===== src/rtl/mem_port_arbiter.sv =====
// ============================================================================
//  Module   : mem_port_arbiter
//  Brief    : Shares one memory port between an instruction-fetch port and a
//             data port. At most one transaction is outstanding at a time.
//             The optional starvation guard is enabled by the macro
//             MEM_ARB_STARVE_GUARD_EN.
//  Revision : 1.0 - initial release
// ============================================================================
`default_nettype none

module mem_port_arbiter #(
   parameter int STARVE_LIMIT = 4
) (
   input  logic        clk,
   input  logic        reset_n,
   // instruction-fetch port
   input  logic        if_req,
   input  logic [31:0] if_addr,
   output logic        if_gnt,
   output logic        if_rvalid,
   output logic [31:0] if_rdata,
   // data port
   input  logic        d_req,
   input  logic        d_we,
   input  logic [31:0] d_addr,
   input  logic [31:0] d_wdata,
   input  logic [3:0]  d_be,
   output logic        d_gnt,
   output logic        d_rvalid,
   output logic [31:0] d_rdata,
   // shared memory port
   output logic        mem_req,
   output logic        mem_we,
   output logic [31:0] mem_addr,
   output logic [31:0] mem_wdata,
   output logic [3:0]  mem_be,
   input  logic        mem_gnt,
   input  logic        mem_rvalid,
   input  logic [31:0] mem_rdata,
   output logic        err
);

   typedef enum logic [1:0] {
      S_IDLE   = 2'd0,
      S_BUSY_I = 2'd1,
      S_BUSY_D = 2'd2
   } state_t;

   state_t r_state;
   state_t w_next;
   logic   r_err;
   logic   w_force_if;
   logic   w_sel_d;
   logic   w_sel_i;

`ifdef MEM_ARB_STARVE_GUARD_EN
   localparam int c_CW_RAW = $clog2(STARVE_LIMIT + 1);
   localparam int c_CNT_W  = (c_CW_RAW < 3) ? 3 : c_CW_RAW;
   localparam logic [c_CNT_W-1:0] c_LIMIT = c_CNT_W'(STARVE_LIMIT);

   logic [c_CNT_W-1:0] r_starve_cnt;

   assign w_force_if = if_req && (r_starve_cnt == c_LIMIT);

   // Counts data grants that overtook a waiting fetch.
   always_ff @(posedge clk or negedge reset_n) begin
      if (!reset_n) begin
         r_starve_cnt <= '0;
      end else if (if_gnt) begin
         r_starve_cnt <= '0;
      end else if (d_gnt && if_req && (r_starve_cnt != c_LIMIT)) begin
         r_starve_cnt <= r_starve_cnt + 1'b1;
      end
   end
`else
   // Limit has no effect without the guard; constant false.
   assign w_force_if = (STARVE_LIMIT < 0);
`endif

   assign w_sel_d = d_req && !w_force_if;
   assign w_sel_i = if_req && !w_sel_d;
   assign err     = r_err;

   always_ff @(posedge clk or negedge reset_n) begin
      if (!reset_n) begin
         r_state <= S_IDLE;
      end else begin
         r_state <= w_next;
      end
   end

   always_comb begin
      w_next    = r_state;
      mem_req   = 1'b0;
      mem_we    = 1'b0;
      mem_addr  = 32'd0;
      mem_wdata = 32'd0;
      mem_be    = 4'd0;
      if_gnt    = 1'b0;
      d_gnt     = 1'b0;
      if_rvalid = 1'b0;
      if_rdata  = 32'd0;
      d_rvalid  = 1'b0;
      d_rdata   = 32'd0;
      case (r_state)
         S_IDLE: begin
            // Reset gating keeps the request path quiet while reset is held.
            if (reset_n) begin
               mem_req = w_sel_d || w_sel_i;
               if (w_sel_d) begin
                  mem_we    = d_we;
                  mem_addr  = d_addr;
                  mem_wdata = d_wdata;
                  mem_be    = d_be;
               end else if (w_sel_i) begin
                  mem_addr  = if_addr;
                  mem_be    = 4'b1111;
               end
               if (mem_gnt && w_sel_d) begin
                  d_gnt  = 1'b1;
                  w_next = S_BUSY_D;
               end else if (mem_gnt && w_sel_i) begin
                  if_gnt = 1'b1;
                  w_next = S_BUSY_I;
               end
            end
         end
         S_BUSY_I: begin
            if (mem_rvalid) begin
               if_rvalid = 1'b1;
               if_rdata  = mem_rdata;
               w_next    = S_IDLE;
            end
         end
         S_BUSY_D: begin
            if (mem_rvalid) begin
               d_rvalid = 1'b1;
               d_rdata  = mem_rdata;
               w_next   = S_IDLE;
            end
         end
         default: begin
            w_next = S_IDLE;
         end
      endcase
   end

   // A response with nothing outstanding is a protocol error; sticky until reset.
   always_ff @(posedge clk or negedge reset_n) begin
      if (!reset_n) begin
         r_err <= 1'b0;
      end else if ((r_state == S_IDLE) && mem_rvalid) begin
         r_err <= 1'b1;
      end
   end

endmodule

`default_nettype wire


===== config.mk =====
export PLATFORM = sky130hd
export DESIGN_NAME = mem_port_arbiter
export DESIGN_NICKNAME = d
export VERILOG_FILES = /design/src/rtl/mem_port_arbiter.sv
export SDC_FILE = /design/constraint.sdc
export NUM_CORES = 1
export LEC_CHECK = 0
export CAP_MARGIN = 25
export CORE_AREA = 2 2 107 109
export DETAILED_ROUTE_END_ITERATION = 8
export DIE_AREA = 0 0 109 111
export PLACE_DENSITY = 0.54
export SLEW_MARGIN = 20
export SYNTH_ARGS = -nofsm -noshare
export SYNTH_HDL_FRONTEND = slang
export SYNTH_SLANG_ARGS = --single-unit

===== constraint.sdc =====
create_clock -name clk -period 2.1 [get_ports clk]
set_input_delay 0.42 -clock clk [delete_from_list [all_inputs] [get_ports clk]]
set_output_delay 0.42 -clock clk [all_outputs]
set_load 0.02 [all_outputs]

==> impl_table.tex, run 1 <==
\begin{tabular}{lr}
\hline
Metric & Value \\
\hline
\multicolumn{2}{l}{\textbf{Power and ir drop}} \\
Power density over the cells & 608.7 nW/um\^{}2 \\
Worst vdd rail ir drop & 0.0002267 V \\
Total Power Consumption & 2.844 mW \\
Static power due to leakage & 2.477 nW \\
\multicolumn{2}{l}{\textbf{Placement}} \\
Worst slack, placed & -0.6516 ns \\
Total of buffers placed on input and output ports & 277 \\
Hpwl dp & 8322 um \\
Global placer's final weighted congestion & 0.8295 \\
Cell Area, Placed & 4383 um\^{}2 \\
\multicolumn{2}{l}{\textbf{Final layout}} \\
Post-Layout Inst Area & 4673 um\^{}2 \\
Post-Route Utilization & 42.19\% \\
Sequential cell area in the final layout & 75.07 um\^{}2 \\
Multi-input gate area & 1379 um\^{}2 \\
Share of final-layout standard cells stronger than drive strength 1 & 49.28\% \\
Layout fillers & 1120 \\
Final nets & 628 \\
Layout overhead on the synthesized area & 248.1\% \\
\multicolumn{2}{l}{\textbf{Synthesis}} \\
Area of the mapped netlist & 1343 um\^{}2 \\
Post-Syn Area per Cell & 7.141 um\^{}2 \\
Simple-gate share of the synthesized area & 52.10\% \\
Arithmetic-cell share of the synthesized area counting full adders, half adders and majority gates & 2.796\% \\
Count of state elements after synthesis & 3 \\
Portion of the post-synthesis area used by sequential elements & 5.592\% \\
Post-synthesis compound-gate area fraction & 28.52\% \\
Synth warn & 0 \\
Number of distinct library cell variants in the gate-level netlist after synthesis & 23 \\
Share of the synthesized netlist area taken by xor and xnor gates & 0\% \\
Net count after synthesis & 330 \\
Fraction of synthesized area in multiplexers & 0\% \\
Dominant combinational cell family by area after synthesis & simple AND/OR/NAND/NOR gates \\
Post-synthesis cell count & 188 \\
\multicolumn{2}{l}{\textbf{STA}} \\
Largest clock skew in the final design & 0.0002328 ns \\
Transition time at the pin with the least slew margin & 0.3385 ns \\
Slew headroom & 77.33\% \\
Tcrit/Tclk final & 107.1\% \\
Final Slew Violations & 0 \\
Final setup violation count & 33 \\
Final Worst Setup Slack & -0.1486 ns \\
Minimum clock period & 2.249 ns \\
Unrepaired setup endpoints after global routing & yes \\
Final hold violations & 0 \\
Maximum clock rate & 444.7 MHz \\
\multicolumn{2}{l}{\textbf{Floorplan}} \\
Initial Utilization & 12.12\% \\
Width of the die & 109 um \\
Die area & 12100 um\^{}2 \\
Height of the chip & 111 um \\
Site Rows & 39 \\
Core Region & 11080 um\^{}2 \\
I/O pins & 278 \\
\multicolumn{2}{l}{\textbf{Job}} \\
Max-capacitance violation count & 0 \\
\multicolumn{2}{l}{\textbf{Clock tree}} \\
Clock-pin slew of the registers on the worst-case setup and hold paths & 0.03 ns \\
Level count of the clock H-tree & 1 \\
Clock tree from TritonCTS & done \\
Number of clock buffers inserted by TritonCTS & 3 \\
Clock Tree Root & sky130\_fd\_sc\_hd\_\_clkbuf\_16 \\
Clock buffer depth & 2 \\
Worst-Skew Late Latency & 0.22 ns \\
Clock net sink count & 3 \\
\multicolumn{2}{l}{\textbf{Route}} \\
Via count & 2705 \\
Vias/cell & 4.294 \\
Number of detailed-route iterations in the first pass & 4 \\
Iteration-0 DRC Markers & 69 \\
Remaining number of nets flagged by the antenna check after routing & 0 \\
Total wire length & 10670 um \\
Count of unresolved DRC violations after routing & 0 \\
Routed length per instance & 16.93 um \\
\multicolumn{2}{l}{\textbf{Critical path}} \\
Sort of element at the start of the critical path & register \\
Cell family with the largest share of critical-path delay & buffers and inverters \\
Worst stage delay on the critical path & 0.37 ns \\
Worst EP arrival & 1.83 ns \\
Critical path start-end classification & reg2out \\
Number of cells on the worst reg-to-reg path & 6 \\
Origin of the critical flop-to-flop path & r\_state[0] \\
Crit-path slowest cell & sky130\_fd\_sc\_hd\_\_dfrtp\_1 \\
Required @ worst endpoint & 1.68 ns \\
Setup slack on the worst flop-to-flop path & 0.53 ns \\
Ordered list of cells on the worst path & inv\_2 -> buf\_6 -> ha\_4 -> nand2\_4 -> nor3b\_4 -> buf\_6 -> buf\_6 -> a22o\_4 -> buf\_6 \\
Largest driver fanout on the critical path & 8 \\
Buffers and inverters on the worst path & 5 \\
Cell repeated most along the worst path & sky130\_fd\_sc\_hd\_\_buf\_6 \\
Crit. End Element & primary output \\
Capture point of the worst reg-to-reg path & r\_state[0] \\
\multicolumn{2}{l}{\textbf{Global route}} \\
Total overflow reported by the global router & 0 \\
Maximum number of pins on one net before global-route repair & 47 \\
Number of antenna violations at the first check in global routing & 2 \\
Number of global-route vias before repair & 2733 \\
Total routing usage reported by global routing & 16.38\% \\
Wire length of the first global-routing pass & 15420 um \\
\multicolumn{2}{l}{\textbf{Run status}} \\
Violations in the final reports & negative setup slack \\
Outcome & complete, but fails checks \\
\multicolumn{2}{l}{\textbf{Hold path}} \\
Class of the tightest hold or removal check & in2async \\
\hline
\end{tabular}
==> registers in the layout (all words and copies together) (netlist names) <==
register,count
r_state,2
err,1
==> layout by cell type, fill, tap and decap left out, drive strengths merged <==
master and count:
ha 3, nand2 2, inv 7, nor3b 2, nor2 1, dlygate4sd2 3
clkdlybuf4s50 136, nor3 1, o211ai 2, dfrtp 3, diode 2, a221o 2
clkbuf 68, a22o 32, and2 36, a21o 1, nor2b 1, buf 114
and3 67, a21oi 4
==> routing by layer <==
layer,vias up,track usage [%],wire length (um)
met5,-,0,0
met2,167,29.52,5359
li1,1284,-,-
met1,1244,18.31,3859
met4,0,3.761,178
met3,10,5.350,1271
==> where the power goes <==
| group | internal [mW] | switching [mW] | leakage [nW] |
|---|---|---|---|
| clock network | 0.250 | 0.0488 | 0.0382 |
| logic | 1.31 | 1.16 | 2.40 |
| registers | 0.0728 | 0.00921 | 0.0353 |
==> what timing repair did <==
action / 4_1_cts / 5_1_grt
gates cloned: 5 / 0
gates resized for setup: 449 / 203
pin swaps: 6 / 31
hold buffers: 0 / 0
endpoints found under the setup margin: 136 / 135
buffers inserted: 7 / 9
==> area by class of cell <==
class	count	area share, %
Sequential cell	3	1.606
Multi-Input combinational cell	154	29.50
Antenna cell	2	0.1071
Timing Repair Buffer	317	62.70
Inverter	7	0.5622
Clock buffer	4	1.687
Tap cell	143	3.829
==> cell families after synthesis <==
logic type | after synthesis
AO/OA/AOI/OAI | 41
adder cells (fa/ha/maj) | 3
buffers and inverters | 31
flip-flops | 3
AND/OR/NAND/NOR | 110
==> cell usage after synthesis, drive strengths merged <==
library cell	instances	share of area, %
and3	67	32
and2	36	17
a22o	32	24
clkbuf	16	4.5
buf	8	4.6
inv	7	2.0
a21oi	4	1.5
dfrtp	3	5.6
ha	3	2.8
a221o	2	1.7
nand2	2	0.75
nor3b	2	2.0
o211ai	2	1.1
a21o	1	0.65
nor2	1	0.28
nor2b	1	0.47
nor3	1	0.37
==> worst max-delay path by stage <==
stage,startpoint,end,slack (ns),cells past startpoint
final,r_state[0],mem_addr[8],-0.15,9
after global routing,r_state[0],mem_addr[8],-0.22,9
after CTS,r_state[0],mem_addr[4],-0.17,9
after detailed placement,reset_n,mem_addr[4],-0.65,6
after global placement,reset_n,mem_addr[3],-0.63,6
after floorplan,r_state[0],mem_addr[3],0.14,6
==> through the flow <==
stage	hold slack, ns	cells	setup TNS (ns)
detailed placement	0.4625	607	-56.12
floorplan	0.1244	188	0
finish	0.3523	630	-2.786
global placement	0.4558	607	-55.28
CTS	0.3550	623	-3.940
global route	0.3827	629	-5.689
No activity file was read; power rests on OpenSTA's default activity.
==> run 2, diff against run 1 <==
--- a/config.mk
+++ b/config.mk
@@ -5,6 +5,7 @@
 export SDC_FILE = /design/constraint.sdc
 export NUM_CORES = 1
 export LEC_CHECK = 0
+export ABC_CLOCK_PERIOD_IN_PS = 2100
 export CAP_MARGIN = 25
 export CORE_AREA = 2 2 107 109
 export DETAILED_ROUTE_END_ITERATION = 8
==> results of run 2 <==
Same layout as run 1: the final DEF is identical, and so are final timing and power.
==> RTL edit (settings of run 1) <==
Re-encode `state_t` (3 states) as one-hot, 3 bits wide.
--- a/src/rtl/mem_port_arbiter.sv
+++ b/src/rtl/mem_port_arbiter.sv
@@ -42,6 +42,6 @@
 
-   typedef enum logic [1:0] {
-      S_IDLE   = 2'd0,
-      S_BUSY_I = 2'd1,
-      S_BUSY_D = 2'd2
+   typedef enum logic [2:0] {
+      S_IDLE   = 3'b001,
+      S_BUSY_I = 3'b010,
+      S_BUSY_D = 3'b100
    } state_t;
Behaviour: same outputs for any inputs over 4 cycles, from zero or initial values and one cycle with reset_n low; so few cycles prove little.
==> RTL edit against run 1 <==
  * Final cell count increased by 3.5%
  * Sequential cell count up 1
  * Wire length grew 2.1%
  * Design area fell by 12%
  * Area after synthesis rose by 3.0%
  * Setup slack improved by 0.22 ns
  * Global-route usage is 0.57 points higher
  * Synthesized cell count increased by 16%
Power is not compared: it rests on default switching activity, and its combinational part moved more than twofold at a synthesized area within 25%.
==> RTL edit: results (changes against run 1) <==
Status
  – Status: completed (was finished, violations left)

Power and ir drop
  – Switching Share: 0.341
  – Worst vdd ir: 167 µV
  – Leak: 2.04 nW

Worst setup path
  – Biggest cell delay along the critical path: 0.56 ns (was 0.37 ns)
  – Worst Path Arrival: 1.61 ns (was 1.83 ns)
  – CP max FO: 33 (was 8)
  – CP delay by family, top: flip-flops (was buffers and inverters)
  – Slowest-stage cell, CP: dfstp_2 (was dfrtp_1)

Placement
  – Inst Count DP: 636 (was 607)
  – Dpl cell area: 0.00439 mm² (was 0.00438 mm²)
  – Post-DP HPWL: 8530 µm (was 8320 µm)
  – RD Place Congestion: 0.891 (was 0.830)

Layout
  – Share of cells above drive strength 1: 0.356 (was 0.493)
  – Fin cells: 652 (was 630)
  – Number of flip-flops in the largest register: 3 (was 2)

Yosys
  – Sequential element share of the synthesized area: 0.0733 (was 0.0559)
  – Unique masters post-synth: 22 (was 23)
  – Async set or reset register ratio after synthesis: 1.00 (unchanged)
  – Synth Area in XOR/XNOR: 0.00633 (was 0)
  – Ranking of synthesized cells by area: and2_1 44%, a22oi_1 17%, nor2_1 11% (was and3_1 30%, a22o_2 22%, and2_1 17%)
  – Post-Synth Adder-Cell Area: 0 (was 0.0280)
  – Syn_nets: 358 (was 330)
  – Yosys warnings: 0 (unchanged)
  – Post-synthesis compound-gate area fraction: 0.218 (was 0.285)
  – Most frequent cells after synthesis: 97 x and2_1, 42 x nor2_1, 32 x a22oi_1, 12 x buf_2, 5 x a21oi_1 (was 64 x and3_1, 36 x and2_1, 29 x a22o_2, 16 x clkbuf_1, 7 x inv_1)
  – Cells after Synth: 219 (was 188)

Clock network
  – Worst skew pair latency: about 0.23 ns
  – CTS root buf: clkbuf_16 (unchanged)
  – Bufs on Longest Clock Path: 2 (unchanged)

Global route
  – Initial antenna violation count: 1 (was 2)
  – Vias in the first global route: 2718 (was 2733)
  – Global-route wire length before repair: 15900 µm (was 15400 µm)
  – Gr usage total: 0.169 (was 0.164)
  – Largest net degree at the start of global routing: 40 (was 47)

Drt
  – Initial DRC Count: 98 (was 69)
  – Drt total wl: 10900 µm (was 10700 µm)
  – Antenna Violating Nets Remaining: 0 (unchanged)
  – First-pass DRT Iterations: 6 (was 4)
  – Drt via density: 4.14 (was 4.29)

STA
  – Clk_skew: 0.00369 ns (was 0.000233 ns)
  – Slew at the pin with the worst max-slew slack: 0.290 ns (was 0.339 ns)
-- RTL edit: changes by cell type after synthesis, sizes merged, moves of 3 or more --
cell	change
a22o	-32
a22oi	+32
and2	+61
and3	-67
buf	+6
clkbuf	-9
ha	-3
inv	-5
nor2	+42
-- RTL edit: per-stage QoR --
| stage | TNS (ns) | setup WS (ns) |
|---|---|---|
| global placement | -61.38 | -0.548 |
| finish | 0 | 0.0707 |
| floorplan | 0 | 0.340 |
| detailed placement | -62.23 | -0.556 |
| global route | 0 | 0.000281 |
| CTS | 0 | 0.0381 |
-- RTL edit: kinds of logic (layout without fill, tap and decap cells) --
family | after synthesis | count (layout)
flops | 4 | 4
xor+xnor | 1 | 1
simple gates | 150 | 150
other cells | 0 | 1
buf+inv | 23 | 312
compound gates | 41 | 41
-- RTL edit: timing repair --
action	in CTS	in global routing
hold buffers	0	0
pin swaps	1	0
resized for setup	550	15
buffers inserted	4	0
gates cloned	7	0
setup endpoints to repair	138	22
-- RTL edit: final cells by class --
class | count | area (µm²)
Timing Repair Buffer | 306 | 2530
Multi-Input combinational cell | 192 | 1210
Inverter | 2 | 7.51
Fill cell | 1248 | 6970
Clock buffer | 4 | 78.8
Antenna cell | 1 | 2.50
Tap cell | 143 | 179
Sequential cell | 4 | 103
-- RTL edit: worst reg2reg max path: cells and delay by family (launching register included) --
| kind | cells | cell delay [ns] |
|---|---|---|
| flops | 1 | 0.56 |
| buf+inv | 1 | 0.13 |
| compound gates | 1 | 0.14 |
| simple gates | 2 | 0.35 |
-- RTL edit: metal layers --
metal,track usage,vias to the layer above,wire length [µm]
li1,-,1312,-
met1,0.181,1227,3790
met2,0.327,150,5810
met3,0.0459,10,1190
met4,0.0291,0,102
met5,0,-,0
-- RTL edit: path summary, 6_finish.rpt --
check	from	end	slack [ns]	cells after the start
max in group asynchronous	reset_n	r_state[0]	1.60	2
min in group clk	err	err	0.47	1
hold reg to reg	err	err	0.47	1
hold / removal	reset_n	r_state[2]	0.30	2
setup reg to reg	r_state[0]	r_state[1]	0.86	4
setup / recovery	r_state[0]	mem_wdata[31]	0.07	5
-- RTL edit: power by group through the flow --
stage	clock [mW]	combinational, mW	sequential [mW]
final	0.311	0.701	0.0864
after floorplan	0	0.256	0.0876
after global routing	0.321	0.747	0.0870
after global placement	0	0.736	0.0863
after CTS	0.311	0.716	0.0863
after detailed placement	0	0.740	0.0866
